[src/rtl/mac_operand_sequencer.sv]
`default_nettype none
// +------------------------------------------------------------------------+
// | mac_operand_sequencer: streams buffered operand pairs into top_mac     |
// | and captures the accumulated sum.               Revision: 1.0          |
// +------------------------------------------------------------------------+
module mac_operand_sequencer #(
  parameter int DEPTH   = 16,
  parameter int AW      = 4,
  parameter int DW      = 8,
  parameter int ACC_W   = 22,
  parameter int MAC_LAT = 1
) (
  input  logic             clk_i,
  input  logic             rst_i,
  input  logic             wr_en_i,
  input  logic [AW-1:0]    wr_addr_i,
  input  logic [DW-1:0]    wr_a_i,
  input  logic [DW-1:0]    wr_b_i,
  input  logic             start_i,
  input  logic [AW:0]      len_i,
  output logic             mac_rst_o,
  output logic [DW-1:0]    mac_a_o,
  output logic [DW-1:0]    mac_b_o,
  input  logic [ACC_W-1:0] mac_y_i,
  output logic             busy_o,
  output logic             done_o,
  output logic [ACC_W-1:0] result_o
);

  localparam int LW  = AW + 1;
  localparam int DCW = $clog2(MAC_LAT + 1);
  localparam logic [LW-1:0] LEN_MAX = LW'(DEPTH);

  localparam logic [2:0] S_IDLE    = 3'd0;
  localparam logic [2:0] S_CLEAR   = 3'd1;
  localparam logic [2:0] S_STREAM  = 3'd2;
  localparam logic [2:0] S_DRAIN   = 3'd3;
  localparam logic [2:0] S_CAPTURE = 3'd4;

  logic [DW-1:0] mem_a [DEPTH];
  logic [DW-1:0] mem_b [DEPTH];

  logic [2:0]       state_q,   state_d;
  logic [LW-1:0]    idx_q,     idx_d;
  logic [LW-1:0]    len_q,     len_d;
  logic [DCW-1:0]   drain_q,   drain_d;
  logic [DW-1:0]    mac_a_q,   mac_a_d;
  logic [DW-1:0]    mac_b_q,   mac_b_d;
  logic             mac_rst_q, mac_rst_d;
  logic             busy_q,    busy_d;
  logic             done_q,    done_d;
  logic [ACC_W-1:0] result_q,  result_d;
  logic [DW-1:0]    rd_a, rd_b;

  // Writes are frozen out for the whole run so the streamed data cannot change.
  always_ff @(posedge clk_i) begin
    if (wr_en_i && !busy_q) begin
      mem_a[wr_addr_i] <= wr_a_i;
      mem_b[wr_addr_i] <= wr_b_i;
    end
  end

  assign rd_a = mem_a[idx_q[AW-1:0]];
  assign rd_b = mem_b[idx_q[AW-1:0]];

  always_comb begin
    state_d   = state_q;
    idx_d     = idx_q;
    len_d     = len_q;
    drain_d   = drain_q;
    mac_a_d   = '0;
    mac_b_d   = '0;
    mac_rst_d = 1'b0;
    busy_d    = busy_q;
    done_d    = 1'b0;
    result_d  = result_q;
    case (state_q)
      // The done cycle behaves as IDLE so back-to-back starts are accepted.
      S_IDLE, S_CAPTURE: begin
        state_d = S_IDLE;
        busy_d  = 1'b0;
        if (start_i && (len_i != '0)) begin
          state_d   = S_CLEAR;
          len_d     = (len_i > LEN_MAX) ? LEN_MAX : len_i;
          idx_d     = '0;
          mac_rst_d = 1'b1;
          busy_d    = 1'b1;
        end
      end
      S_CLEAR, S_STREAM: begin
        if (idx_q == len_q) begin
          state_d = S_DRAIN;
          drain_d = DCW'(MAC_LAT);
        end else begin
          state_d = S_STREAM;
          mac_a_d = rd_a;
          mac_b_d = rd_b;
          idx_d   = idx_q + LW'(1);
        end
      end
      S_DRAIN: begin
        if (drain_q == DCW'(1)) begin
          state_d  = S_CAPTURE;
          drain_d  = '0;
          result_d = mac_y_i;
          done_d   = 1'b1;
          busy_d   = 1'b0;
        end else begin
          drain_d = drain_q - DCW'(1);
        end
      end
      default: state_d = S_IDLE;
    endcase
  end

  always_ff @(posedge clk_i) begin
    if (!rst_i) begin
      state_q   <= S_IDLE;
      idx_q     <= '0;
      len_q     <= '0;
      drain_q   <= '0;
      mac_a_q   <= '0;
      mac_b_q   <= '0;
      mac_rst_q <= 1'b1;
      busy_q    <= 1'b0;
      done_q    <= 1'b0;
      result_q  <= '0;
    end else begin
      state_q   <= state_d;
      idx_q     <= idx_d;
      len_q     <= len_d;
      drain_q   <= drain_d;
      mac_a_q   <= mac_a_d;
      mac_b_q   <= mac_b_d;
      mac_rst_q <= mac_rst_d;
      busy_q    <= busy_d;
      done_q    <= done_d;
      result_q  <= result_d;
    end
  end

  assign mac_rst_o = mac_rst_q;
  assign mac_a_o   = mac_a_q;
  assign mac_b_o   = mac_b_q;
  assign busy_o    = busy_q;
  assign done_o    = done_q;
  assign result_o  = result_q;

endmodule
`default_nettype wire

[config.mk]
export PLATFORM = sky130hd
export DESIGN_NAME = mac_operand_sequencer
export DESIGN_NICKNAME = d
export VERILOG_FILES = /design/src/rtl/mac_operand_sequencer.sv
export SDC_FILE = /design/constraint.sdc
export NUM_CORES = 1
export LEC_CHECK = 0
export ABC_AREA = 1
export ABC_CLOCK_PERIOD_IN_PS = 1720
export BUFFER_PORTS_ARGS = -buffer_cell sky130_fd_sc_hd__buf_2
export CAP_MARGIN = 20
export CELL_PAD_IN_SITES_DETAIL_PLACEMENT = 0
export CELL_PAD_IN_SITES_GLOBAL_PLACEMENT = 2
export CORE_MARGIN = 3
export CORE_UTILIZATION = 38
export CTS_BUF_LIST = sky130_fd_sc_hd__clkbuf_4 sky130_fd_sc_hd__clkbuf_8
export DETAILED_ROUTE_END_ITERATION = 10
export GPL_TIMING_DRIVEN = 0
export HOLD_SLACK_MARGIN = 0.03
export MAX_ROUTING_LAYER = met4
export PLACE_DENSITY_LB_ADDON = 0.2
export SYNTH_ARGS = -nofsm -noshare
export SYNTH_HDL_FRONTEND = slang
export SYNTH_SLANG_ARGS = --single-unit
export TNS_END_PERCENT = 30
[constraint.sdc]
create_clock -name clk_i -period 1.72 [get_ports clk_i]
set_input_delay 0.086 -clock clk_i [delete_from_list [all_inputs] [get_ports clk_i]]
set_output_delay 0.086 -clock clk_i [all_outputs]
set_load 0.1 [all_outputs]
==> metrics <==
syn_nets 1069; CP startpoint kind flip-flop; Storage cell area 8800 µm²; first-pass GRT wire length 54900 µm; failing checks setup timing; per-cell routed wire length 22.2 µm; WP data arrival 2.08 ns; Seq cells post-synth 311; clk_lat worst skew 0.58 ns; die area 33900 µm²; core area 30900 µm²; final setup fails 26; Met3 Wirelength 2490 µm; Chip Height 184 µm; final hold viol count 0; Sinks on Clock Net 311; Distinct cells, synth 29; share of the yosys chip area belonging to registers 72.8%; input/output buffers 91; ANT nets after route 0; share of the synthesized area in the top cell type 63.7%; Routed WL 37000 µm; Crit Reg-Reg Startpoint busy_o; Max Root-Sink Buffers 3; metal2 WL 17100 µm; CTS tree yes; placed cell area 13200 µm²; FF-to-FF path depth 4; max-cap viol count 0; Layout Utilization 48.9%; Yosys warning count 0; Slew headroom 45.8%; total track usage 22.7%; die width 184 µm; top post-synthesis cells by area edfxtp_1 64%, dfxtp_1 9.1%, nor2_1 5.8%; clk_skew 0.0128 ns; fillcell total 2876; Avg Inst Size Synth 11.9 µm²; mapped cell area 12100 µm²; pwr dens 1390 nW/µm²; drt drc 0; number of detailed-route iterations in the first pass 5; DRT iter0 DRCs 715; Root Driver clkbuf_8; Req. time, crit path 2.00 ns; Detailed Place HPWL 23100 µm; RR Endpoint mem_b[13][3]; Leak 5.63 nW; Final Slew Violations 0; Crit Path Max Fanout 9; Hold Path Sink idx_q[2]; vias in the first global route 8660; H-tree depth 2; grt total ovfl 0; critical path class reg2reg; post-DR vias/cell 5.19; Synth area leader edfxtp_1; Antenna Diode Count 0; r2r setup slk -0.08 ns; overall power 21.1 mW; Worst setup EP type flip-flop; RSZ-0062 raised after global routing yes; min-delay src start_i; f_max 556 MHz; share of layout cells above drive strength 1 22.5%; final setup margin -0.0797 ns; Slew @ Worst Pin 0.814 ns; status finished, violations left; gpl congestion 0.794; Final period util 105%; min Tclk post-route 1.80 ns; Metal-1 WL 16600 µm; row cnt 64; Mapped Cells 1017; TritonCTS buffer count 52; Multi-input gate area 3010 µm²; via count 8639; initial antenna violation count 1; DR top layer met4; largest net degree at the start of global routing 20; WHS Path Cells 6; Reg clk slew, reported paths 0.06 ns; P&R area growth vs syn 25.3%; IO Pins 92; post-route cell area 15100 µm²; Initial Util 39.0%; nets 1279; Hold WC Path Type in2reg; Worst VDD drop 0.000665 V
==> worst max-delay path, cell delays in order (launching register included) <==
cell,delay [ns]
dfxtp_2,0.33
nor2_1,0.21
nand2_1,0.30
nor2_4,0.44
buf_8,0.22
==> final cells by class <==
type,count,share of cell area (%)
buffer,56,2.56
clock inverter,14,0.389
sequential,311,58.2
tap,396,3.28
timing repair buffer,157,8.31
inverter,37,0.944
clock buffer,82,6.43
multi-input combinational,612,19.9
==> flip-flops by register name, summed over array words and instances (netlist names) <==
signal     flops
mem_b        128
drain_q        1
mac_rst_o      1
busy_o         1
len_q          5
result_o      22
mac_b_o        8
mac_a_o        8
state_q        3
idx_q          5
done_o         1
mem_a        128
==> cell usage in the layout (no fill, tap or decap), drive strengths merged, types with 18 or more instances in the layout <==
cell type	synthesis	final
a21oi	18	18
nand3	67	67
edfxtp	256	256
dfxtp	55	55
nand2	139	139
inv	36	37
o21ai	113	113
clkbuf	23	104
dlygate4sd3	0	44
nor2	188	188
buf	34	147
o211ai	51	51
==> synth_stat cells <==
cell type / instances
nand2_2: 3
buf_6: 1
o211ai_1: 51
a211oi_1: 6
nand4_1: 3
inv_2: 3
nor3_1: 1
buf_4: 7
a21boi_1: 10
o21ai_1: 2
nand3_1: 67
o21bai_1: 1
ha_1: 1
o21ai_0: 111
clkbuf_1: 23
nand2_1: 136
edfxtp_1: 256
buf_1: 5
nor2_2: 1
clkinv_1: 1
nor2_1: 187
or2_2: 6
buf_2: 21
o22ai_1: 6
nor3b_1: 1
inv_1: 33
a21oi_1: 18
dfxtp_1: 55
xnor2_1: 1
==> power by group <==
group          switching [mW]  internal [mW]
clock                    2.91           3.57
sequential              0.157           8.48
combinational            4.37           1.57
total                    7.44           13.6
==> stage by stage <==
step	hold WS (ns)	TNS, ns	setup slack (ns)	cells
after floorplan	0.185	-10.68	-0.0543	1017
after global placement	0.273	-93.92	-0.584	1504
after detailed placement	0.277	-60.66	-0.624	1510
after CTS	0.102	-18.52	-0.286	1659
after global routing	0.162	-16.14	-0.217	1665
final	0.141	-1.28	-0.0797	1665
==> what timing repair did <==
action                                  4_1_cts  5_1_grt
resized for setup                            61       20
hold endpoints to repair                    287        0
hold buffers                                 44        0
pin swaps                                     7        5
cloned                                        0        0
buffers inserted                             10        6
endpoints found under the setup margin      245      230
==> routing by layer <==
layer / track usage (%) / vias to the layer above
li1: - / 4042
met4: 5.62 / 0
met5: - / -
met1: 31.3 / 4168
met3: 3.37 / 73
met2: 35.5 / 356
==> kinds of logic (layout without fill, tap and decap cells) <==
group,Yosys count,in the layout,share of synthesized area (%)
AOI/OAI and AO/OA,205,205,9.97
xor gates and xnor gates,1,1,0.0726
adders and majority gates,1,1,0.104
buffers and inverters,94,346,3.42
DFF,311,311,72.8
and+or+nand+nor,405,405,13.6
==> worst max path at each step <==
| stage | depth (start not counted) | to | slack [ns] | from |
|---|---|---|---|---|
| 6_report | 4 | mem_b[13][3] | -0.08 | busy_o |
| 5_1_grt | 4 | mem_b[13][5] | -0.22 | busy_o |
| 4_1_cts | 3 | mem_b[10][1] | -0.29 | busy_o |
| 3_5_place_dp | 7 | mac_a_o[1] | -0.62 | idx_q[0] |
| 3_3_place_gp | 4 | mac_a_o[2] | -0.58 | idx_q[3] |
| 2_1_floorplan | 3 | mem_a[10][0] | -0.05 | busy_o |
(Power assumes the default switching activity.)
